--- src/rtl/mdio_master_arb_pkg.sv ---
// rtl/mdio_master_arb_pkg.sv - shared MDIO frame constants, state encoding and frame builder
package mdio_master_arb_pkg;

    typedef enum logic [2:0] {
        S_IDLE,
        S_PRE,
        S_HDR,
        S_TA,
        S_DATA,
        S_DONE
    } state_t;

    localparam logic [1:0] ST_CODE = 2'b01;
    localparam logic [1:0] OP_WR   = 2'b01;
    localparam logic [1:0] OP_RD   = 2'b10;
    localparam logic [1:0] TA_WR   = 2'b10;

    localparam int PHY_W  = 5;
    localparam int REG_W  = 5;
    localparam int DATA_W = 16;

    localparam logic [5:0] HDR_LAST  = 6'd13;
    localparam logic [5:0] TA_LAST   = 6'd1;
    localparam logic [5:0] DATA_LAST = 6'd15;

    // Everything after the preamble, MSB first; read frames never drive the TA/data part.
    function automatic logic [31:0] build_frame(
        input logic              wr,
        input logic [PHY_W-1:0]  phy,
        input logic [REG_W-1:0]  regad,
        input logic [DATA_W-1:0] wdata
    );
        return {ST_CODE, (wr ? OP_WR : OP_RD), phy, regad, TA_WR, wdata};
    endfunction

endpackage

--- src/rtl/mdio_rr_arb.sv ---
// rtl/mdio_rr_arb.sv - two-way round-robin arbiter with a held, registered one-hot grant
module mdio_rr_arb (
    input  logic       clk,
    input  logic       rst,
    input  logic       en,
    input  logic       clr,
    input  logic [1:0] req,
    output logic [1:0] pick,
    output logic [1:0] gnt
);

    // Index of the requester granted last; starts at 1 so requester 0 wins the first tie.
    logic last;

    always_comb begin
        pick = req;
        if (req == 2'b11) begin
            pick = last ? 2'b01 : 2'b10;
        end
    end

    always_ff @(posedge clk or posedge rst) begin
        if (rst) begin
            gnt  <= 2'b00;
            last <= 1'b1;
        end else if (clr) begin
            gnt <= 2'b00;
        end else if (en && (req != 2'b00)) begin
            gnt  <= pick;
            last <= pick[1];
        end
    end

endmodule

--- src/rtl/mdio_master_arb.sv ---
// rtl/mdio_master_arb.sv - clause-22 MDIO master serving two round-robin requesters
module mdio_master_arb
    import mdio_master_arb_pkg::*;
#(
    parameter int PREAMBLE_LEN = 32
) (
    input  logic        MDC,
    input  logic        rst,
    input  logic [1:0]  req_valid,
    input  logic [1:0]  req_write,
    input  logic [9:0]  req_phy,
    input  logic [9:0]  req_reg,
    input  logic [31:0] req_wdata,
    output logic [1:0]  gnt,
    output logic [1:0]  ack,
    output logic [15:0] rd_data,
    output logic        busy,
    output logic        mdio_out,
    output logic        mdio_oe,
    input  logic        mdio_in
);

    localparam logic [5:0] PRE_LAST = 6'(PREAMBLE_LEN - 1);

    state_t      state;
    logic [5:0]  cnt;
    logic        is_wr;
    logic [31:0] frame;
    logic [15:0] rx;
    logic [1:0]  pick;
    logic        sel;
    logic        arb_en;
    logic        arb_clr;

    assign sel     = pick[1];
    assign arb_en  = (state == S_IDLE);
    assign arb_clr = (state == S_DONE);

    mdio_rr_arb u_arb (
        .clk  (MDC),
        .rst  (rst),
        .en   (arb_en),
        .clr  (arb_clr),
        .req  (req_valid),
        .pick (pick),
        .gnt  (gnt)
    );

    // Line outputs are registered one cycle ahead: each edge loads the bit for the cycle it starts.
    always_ff @(posedge MDC or posedge rst) begin
        if (rst) begin
            state    <= S_IDLE;
            cnt      <= 6'd0;
            is_wr    <= 1'b0;
            frame    <= 32'd0;
            rx       <= 16'd0;
            rd_data  <= 16'd0;
            ack      <= 2'b00;
            busy     <= 1'b0;
            mdio_out <= 1'b1;
            mdio_oe  <= 1'b0;
        end else begin
            case (state)
                S_IDLE: begin
                    if (req_valid != 2'b00) begin
                        is_wr    <= sel ? req_write[1] : req_write[0];
                        frame    <= build_frame(sel ? req_write[1] : req_write[0],
                                                sel ? req_phy[9:5] : req_phy[4:0],
                                                sel ? req_reg[9:5] : req_reg[4:0],
                                                sel ? req_wdata[31:16] : req_wdata[15:0]);
                        state    <= S_PRE;
                        cnt      <= 6'd0;
                        busy     <= 1'b1;
                        mdio_oe  <= 1'b1;
                        mdio_out <= 1'b1;
                    end
                end
                S_PRE: begin
                    if (cnt == PRE_LAST) begin
                        state    <= S_HDR;
                        cnt      <= 6'd0;
                        mdio_out <= frame[31];
                        frame    <= {frame[30:0], 1'b0};
                    end else begin
                        cnt <= cnt + 6'd1;
                    end
                end
                S_HDR: begin
                    frame <= {frame[30:0], 1'b0};
                    if (cnt == HDR_LAST) begin
                        state    <= S_TA;
                        cnt      <= 6'd0;
                        mdio_oe  <= is_wr;
                        mdio_out <= is_wr ? frame[31] : 1'b1;
                    end else begin
                        cnt      <= cnt + 6'd1;
                        mdio_out <= frame[31];
                    end
                end
                S_TA: begin
                    frame    <= {frame[30:0], 1'b0};
                    mdio_out <= is_wr ? frame[31] : 1'b1;
                    if (cnt == TA_LAST) begin
                        state <= S_DATA;
                        cnt   <= 6'd0;
                    end else begin
                        cnt <= cnt + 6'd1;
                    end
                end
                S_DATA: begin
                    rx <= {rx[14:0], mdio_in};
                    if (cnt == DATA_LAST) begin
                        state    <= S_DONE;
                        ack      <= gnt;
                        mdio_oe  <= 1'b0;
                        mdio_out <= 1'b1;
                        if (!is_wr) begin
                            rd_data <= {rx[14:0], mdio_in};
                        end
                    end else begin
                        cnt      <= cnt + 6'd1;
                        frame    <= {frame[30:0], 1'b0};
                        mdio_out <= is_wr ? frame[31] : 1'b1;
                    end
                end
                S_DONE: begin
                    state <= S_IDLE;
                    ack   <= 2'b00;
                    busy  <= 1'b0;
                end
                default: state <= S_IDLE;
            endcase
        end
    end

endmodule

--- config.mk ---
export PLATFORM = sky130hd
export DESIGN_NAME = mdio_master_arb
export DESIGN_NICKNAME = d
export VERILOG_FILES = /design/src/rtl/mdio_master_arb_pkg.sv /design/src/rtl/mdio_rr_arb.sv /design/src/rtl/mdio_master_arb.sv
export SDC_FILE = /design/constraint.sdc
export NUM_CORES = 1
export LEC_CHECK = 0
export BUFFER_PORTS_ARGS = -buffer_cell sky130_fd_sc_hd__buf_2
export CAP_MARGIN = 20
export CORE_MARGIN = 2
export CORE_UTILIZATION = 23
export CTS_CLUSTER_DIAMETER = 40
export CTS_CLUSTER_SIZE = 10
export DETAILED_ROUTE_END_ITERATION = 8
export PLACE_DENSITY = 0.44
export SETUP_SLACK_MARGIN = 0.4
export SYNTH_ARGS = -nofsm -noshare
export SYNTH_HDL_FRONTEND = slang
export SYNTH_SLANG_ARGS = --single-unit
--- constraint.sdc ---
create_clock -name MDC -period 2.8 [get_ports MDC]
set_clock_uncertainty 0.15 [all_clocks]
set_input_delay 0.28 -clock MDC [delete_from_list [all_inputs] [get_ports MDC]]
set_output_delay 0.28 -clock MDC [all_outputs]
set_load 0.01 [all_outputs]
==> reports/results.ini, run 1 <==
[run_status]
status=completed

[min_path]
hold_path_class=in -> reg
min-delay-start=req_valid[0]

[timing]
setup_slack_ps=545
slew_headroom=0.532
setup_viol=0
rsz0062_at_grt=no
period_needed_ps=2250
worst_pin_slew_ps=700
drv_slew=0
hold_viol_final=0
fmax_ghz=0.444
timing.final.crit_share=0.805
setup_tns_ps=0

[detailed_routing]
dr.pass1.iters=4
dr_total_vias=3137
routed_wl_mm=9.44
antenna_left=0
via_per_inst=4.44
first_iter_violations=185
route.detailed.drc=0
drt-wirelength-per-cell_um=13.4

[clock_network]
cts_tree=done
post-cts-setup-buffers=0
cts_num_sinks=81
clock_latency_ps=330
path_clk_slew_ps=70
htreeDepth=3
numCtsBuffers=9
root_buffer=clkbuf_16
clock_path_buffers=2

[layout]
num-nets-final=538
n_fill_cell=1840
final_util=0.294
seqCellArea_um2=2030
n_antenna_cell=0
drive_gt1_frac=0.342
multi_input_area_um2=1930
finalInstanceArea_um2=5120
syn_to_final_growth_pct=23.9

[worst_setup_path]
path_class=reg -> reg
slowest_stage=dfrtp_1
crit_path_cell_trace=nand2b_1 > o21ai_2 > a21o_1 > buf_12 > mux2_2
end_kind=flip-flop
r2r-start=state[2]
arrival_ps=2320
path_delay_family=flip-flops
path_max_fanout=32
startpoint=state[2]
cp.required_ps=2860
rrSetupSlack_ps=550
max_stage_delay_ps=690
cp_num_buf_inv=1
worst_setup_path_start_kind=flip-flop

[synthesis]
syn_inst=396
yosys_warnings=0
syn_area_um2=4130
ys_seq_area_frac=0.492
syn_nets=457
synth_cell_types=51
synth-main-ff-cell=dfrtp_1
synthArstFlopShare=1.00
synth_edf_count=0
ys_seq_elements=81
avgSynthCellArea_um2=10.4

[placed_design]
numPortBuffers=81
hpwl_mm=6.69
dp_slack_ps=570
place_area_um2=4820
gp_congestion=0.794

[floorplanning]
ios=82
core_um2=17400
die_h_um=138
rows=48
chipWidth_um=138
die-area_um2=19000
start_util=0.237

[global_routing]
grt_pass1_wl_mm=15.4
grt_pass1_vias=2987
grt_overflow=0
grt_max_degree=53
antenna_found_initial=0
grt_use_total=0.104

[power]
p_seq_frac=0.422
total_leakage_power_nw=2.49
power.share.combinational=0.310
p_clk_frac=0.268
power_mw=4.15
p_int_mw=2.77
peakVddDrop_uv=327
p_sw_mw=1.38
p_per_area_nw_per_um2=812
sw_frac_of_total=0.333

[run]
maxCapViolations=0

[cell usage in the layout, fill, tap and decap left out, types with 2 or more instances in the layout]
cell type      count
o21ai_0           32
dlygate4sd3_1      2
buf_4              5
o21a_1             2
mux2_1             2
dfrtp_1           79
nand2b_1           4
nor2_1            12
dfstp_2            2
or2_2              2
a22oi_1            4
a21oi_1            8
a31oi_1            4
a31o_2             2
clkbuf_16          9
mux2i_1           34
a21o_1             2
inv_1             11
or4_1              2
o22ai_1            2
nand4_1            2
o211ai_1           4
inv_6              2
mux2_2            43
clkinvlp_4         4
nand2_1           85
o21ai_1            3
and3_1             2
buf_2             81
nor2b_1            3
nand3_1            3
nor3_1             2
buf_12             4
ha_1               2
[metal layers]
layer | vias to the layer above | global-route usage | wire [µm]
li1 | 1551 | - | -
met1 | 1479 | 0.139 | 4310
met2 | 95 | 0.164 | 4430
met3 | 12 | 0.0296 | 566
met4 | 0 | 0.0300 | 139
met5 | - | 0 | 0
[Yosys cell counts, types with 2 or more instances]
cell type,n,area (µm²)
nand2_1,85,319
o21a_1,2,15.0
buf_2,11,55.1
buf_6,3,33.8
mux2_1,2,22.5
buf_4,2,15.0
mux2i_1,34,340
nand4_1,2,12.5
dfstp_2,2,52.6
o211ai_1,4,30.0
ha_1,2,25.0
mux2_2,43,484
nor2b_1,4,25.0
o21ai_1,3,15.0
a21oi_1,8,40.0
o22ai_1,2,12.5
nand3_1,3,15.0
a21o_1,2,15.0
a31oi_1,4,25.0
and3_1,2,12.5
nand2b_1,4,25.0
or4_1,2,15.0
o21ai_0,32,160
a31o_2,2,17.5
a22oi_1,4,30.0
inv_1,12,45.0
nor2_1,12,45.0
clkbuf_1,5,18.8
or2_2,2,12.5
nor3_1,2,10.0
dfrtp_1,79,1980
[sequential cells by signal, summed over array words and instances, names as in the netlist]
register,count
u_arb.gnt,2
state,3
mdio_out,1
u_arb.last,1
rd_data,16
mdio_oe,1
rx,15
is_wr,1
cnt,6
frame,32
ack,2
busy,1
[area by class of cell]
| type | count | area share |
|---|---|---|
| Clock buffer | 9 | 0.0440 |
| Clock inverter | 7 | 0.0105 |
| Inverter | 13 | 0.0103 |
| Multi-Input combinational cell | 280 | 0.377 |
| Sequential cell | 81 | 0.397 |
| Tap cell | 225 | 0.0550 |
| Timing Repair Buffer | 92 | 0.106 |
[power by group through the flow]
stage / logic, mW / registers [mW] / clock network, mW
3_3_place_gp: 1.27 / 1.76 / 0
3_5_place_dp: 1.31 / 1.78 / 0
2_1_floorplan: 1.06 / 1.68 / 0
6_report: 1.29 / 1.75 / 1.11
5_1_grt: 1.46 / 1.80 / 1.21
4_1_cts: 1.31 / 1.76 / 1.15
[worst paths after layout]
path / end / cells past startpoint
max in group asynchronous: mdio_out / 4
worst min register to register: rx[14] / 2
worst max register to register: frame[29] / 5
worst min-delay path: u_arb.last / 2
worst max-delay path: frame[29] / 5
min in group asynchronous: frame[20] / 3
[cells by family after synthesis]
| logic type | after synthesis | synth area share |
|---|---|---|
| fa+ha+maj | 2 | 0.00606 |
| simple gates | 125 | 0.142 |
| mux | 79 | 0.205 |
| compound gates | 74 | 0.110 |
| buf+inv | 35 | 0.0452 |
| flops | 81 | 0.492 |
[metrics by stage]
step | instances | hold slack [ps]
global placement | 689 | 274
finish | 707 | 90.3
detailed placement | 689 | 282
global route | 707 | 115
floorplan | 396 | 200
CTS | 707 | 80.4
[what timing repair did]
action | CTS | global route
hold buffers | 2 | 0
resized for setup | 0 | 0
endpoints found under the hold margin | 30 | 0
Power figures use the tool's default switching activity.
==> run 2, diff against run 1 <==
==> constraint.sdc (replaced) <==
create_clock -name MDC -period 2.3 [get_ports MDC]
set_clock_uncertainty 0.15 [all_clocks]
set_input_delay 0.23 -clock MDC [delete_from_list [all_inputs] [get_ports MDC]]
set_output_delay 0.23 -clock MDC [all_outputs]
set_load 0.01 [all_outputs]
==> reports/results.ini, run 2 (synthesized netlist as in run 1, its figures left out) <==
[run_status]
status=completed

[layout]
syn_to_final_growth_pct=42.3
top_register=frame
seqCellArea_um2=2040  ; +0.31%
num-nets-final=577  ; +7.2%
final_cell_mix=nand2_1, buf_2, dfrtp_1
n_fill_cell=1796  ; -2.4%
multi_input_area_um2=2200  ; +14%
n_antenna_cell=0  ; unchanged
final_util=0.337  ; +0.0435
mostFrequentLayoutCell=nand2_1
finalNonFillerCells=746  ; +5.5%
largest_reg_flops=32  ; unchanged
drive_gt1_frac=0.434  ; +0.0915
top_regs=frame: 32 flops, rd_data: 16 flops, rx: 15 flops

[power]
peakVddDrop_uv=386  ; +18%
total_leakage_power_nw=2.84  ; +14%
power_mw=6.02  ; +45%
p_per_area_nw_per_um2=1030  ; +26%

[global_routing]
grt_max_degree=82  ; +55%
grt_use_total=0.109  ; +0.00490
grt_overflow=0  ; unchanged
antenna_found_initial=2  ; +2
grt_pass1_wl_mm=16.4  ; +6.1%
grt_pass1_vias=3276  ; +9.7%

[detailed_routing]
antenna_left=0  ; unchanged
routed_wl_mm=10.2  ; +8.1%
via_per_inst=4.39  ; -1.0%
first_iter_violations=115  ; -38%
dr_total_vias=3277  ; +4.5%
dr.pass1.iters=5  ; +1
route.detailed.drc=0  ; unchanged
drt-wirelength-per-cell_um=13.7  ; +2.4%

[worst_setup_path]
worst_setup_path_start_kind=flip-flop
reg2reg_depth=7  ; +2
path_class=reg -> reg
cp.required_ps=2370  ; -490 ps
path_max_fanout=8  ; -75%
end_kind=flip-flop
arrival_ps=2090  ; -230 ps

[floorplanning]
rows=48  ; unchanged
ios=82  ; unchanged
die_h_um=138  ; unchanged
die-area_um2=19000  ; unchanged
start_util=0.237  ; unchanged
core_um2=17400  ; unchanged
chipWidth_um=138  ; unchanged

[placed_design]
gp_congestion=0.849  ; +6.8%
hpwl_mm=6.58  ; -1.6%
dp.cells=698  ; +1.3%
numPortBuffers=81  ; unchanged

[clock_network]
root_buffer=clkbuf_16
cts_num_sinks=81  ; unchanged
numCtsBuffers=9  ; unchanged
path_clk_slew_ps=60  ; about the same
htreeDepth=3  ; unchanged
clock_path_buffers=2  ; unchanged
clock_latency_ps=340  ; about the same
cts_tree=done

[timing]
fmax_ghz=0.495  ; +12%
worst_pin_slew_ps=439  ; -261 ps
period_needed_ps=2020  ; -236 ps
setup_viol=0  ; unchanged
setup_tns_ps=0  ; unchanged
drv_slew=0  ; unchanged
rsz0062_at_grt=yes
hold-worst-slack_ps=34.1  ; -56.2 ps
timing.final.crit_share=0.878  ; +0.0725
slew_headroom=0.707  ; +0.175
hold_viol_final=0  ; unchanged

[run]
maxCapViolations=0  ; unchanged

[min_path]
worst_hold_path.num_cells=2  ; unchanged
hold_path_class=in -> reg

## run 2: cell count changes in the layout (fill, tap and decap cells not counted), moves of 3 or more
cell     change
dfrtp_2      +5
buf_4       +25
o21ai_2      +3
mux2_4      +44
dfrtp_1      -5
mux2_2      -42
buf_12       +4
buf_6        +7
## run 2: layout make-up
| class | instances | share of cell area |
|---|---|---|
| clock buffers | 12 | 0.0437 |
| clock inverters | 4 | 0.0128 |
| inverters | 13 | 0.00895 |
| multi-input cells | 280 | 0.375 |
| flip-flops and latches | 81 | 0.347 |
| well taps | 225 | 0.0479 |
| repair buffers | 131 | 0.165 |
## run 2: per-layer routing
layer / up-vias / global-route usage / routed length [µm]
li1: 1622 / - / -
met1: 1546 / 0.142 / 4850
met2: 89 / 0.177 / 4640
met3: 16 / 0.0329 / 586
met4: 4 / 0.0278 / 105
met5: - / 0 / 18
## run 2: critical path, stage by stage (launching register included)
cell,delay (ps)
dfrtp_2,400
ha_4,150
nand4b_4,150
or2_4,310
nor3_4,160
buf_6,150
buf_16,130
mux2_4,300
## run 2: timing repair
action                                  CTS  global route
hold endpoints to repair                 81             0
cloned                                    2             1
pin swaps                                11             8
gates resized for setup                  27            30
hold buffers                              2             0
endpoints found under the setup margin   55            56
buffers inserted                         19             8
## run 2: final timing paths
kind	startpoint	to	slack [ps]
setup / recovery	cnt[1]	rd_data[14]	280
hold / removal	req_valid[0]	u_arb.last	30
setup reg to reg	cnt[1]	rd_data[14]	280
hold reg to reg	rx[14]	rx[14]	330
max in group asynchronous	rst	mdio_out	1220
min in group asynchronous	rst	rd_data[5]	420
## run 2: power by group
part	internal [mW]	switching, mW
Clock	1.01	0.569
Combinational	1.33	0.972
Sequential	1.83	0.303
## run 2: per-stage QoR
| step | setup slack (ps) | cell area [µm²] |
|---|---|---|
| floorplan | 230 | 4240 |
| global placement | 178 | 5020 |
| detailed placement | 169 | 5020 |
| CTS | 262 | 5680 |
| global route | 182 | 5870 |
| finish | 281 | 5870 |
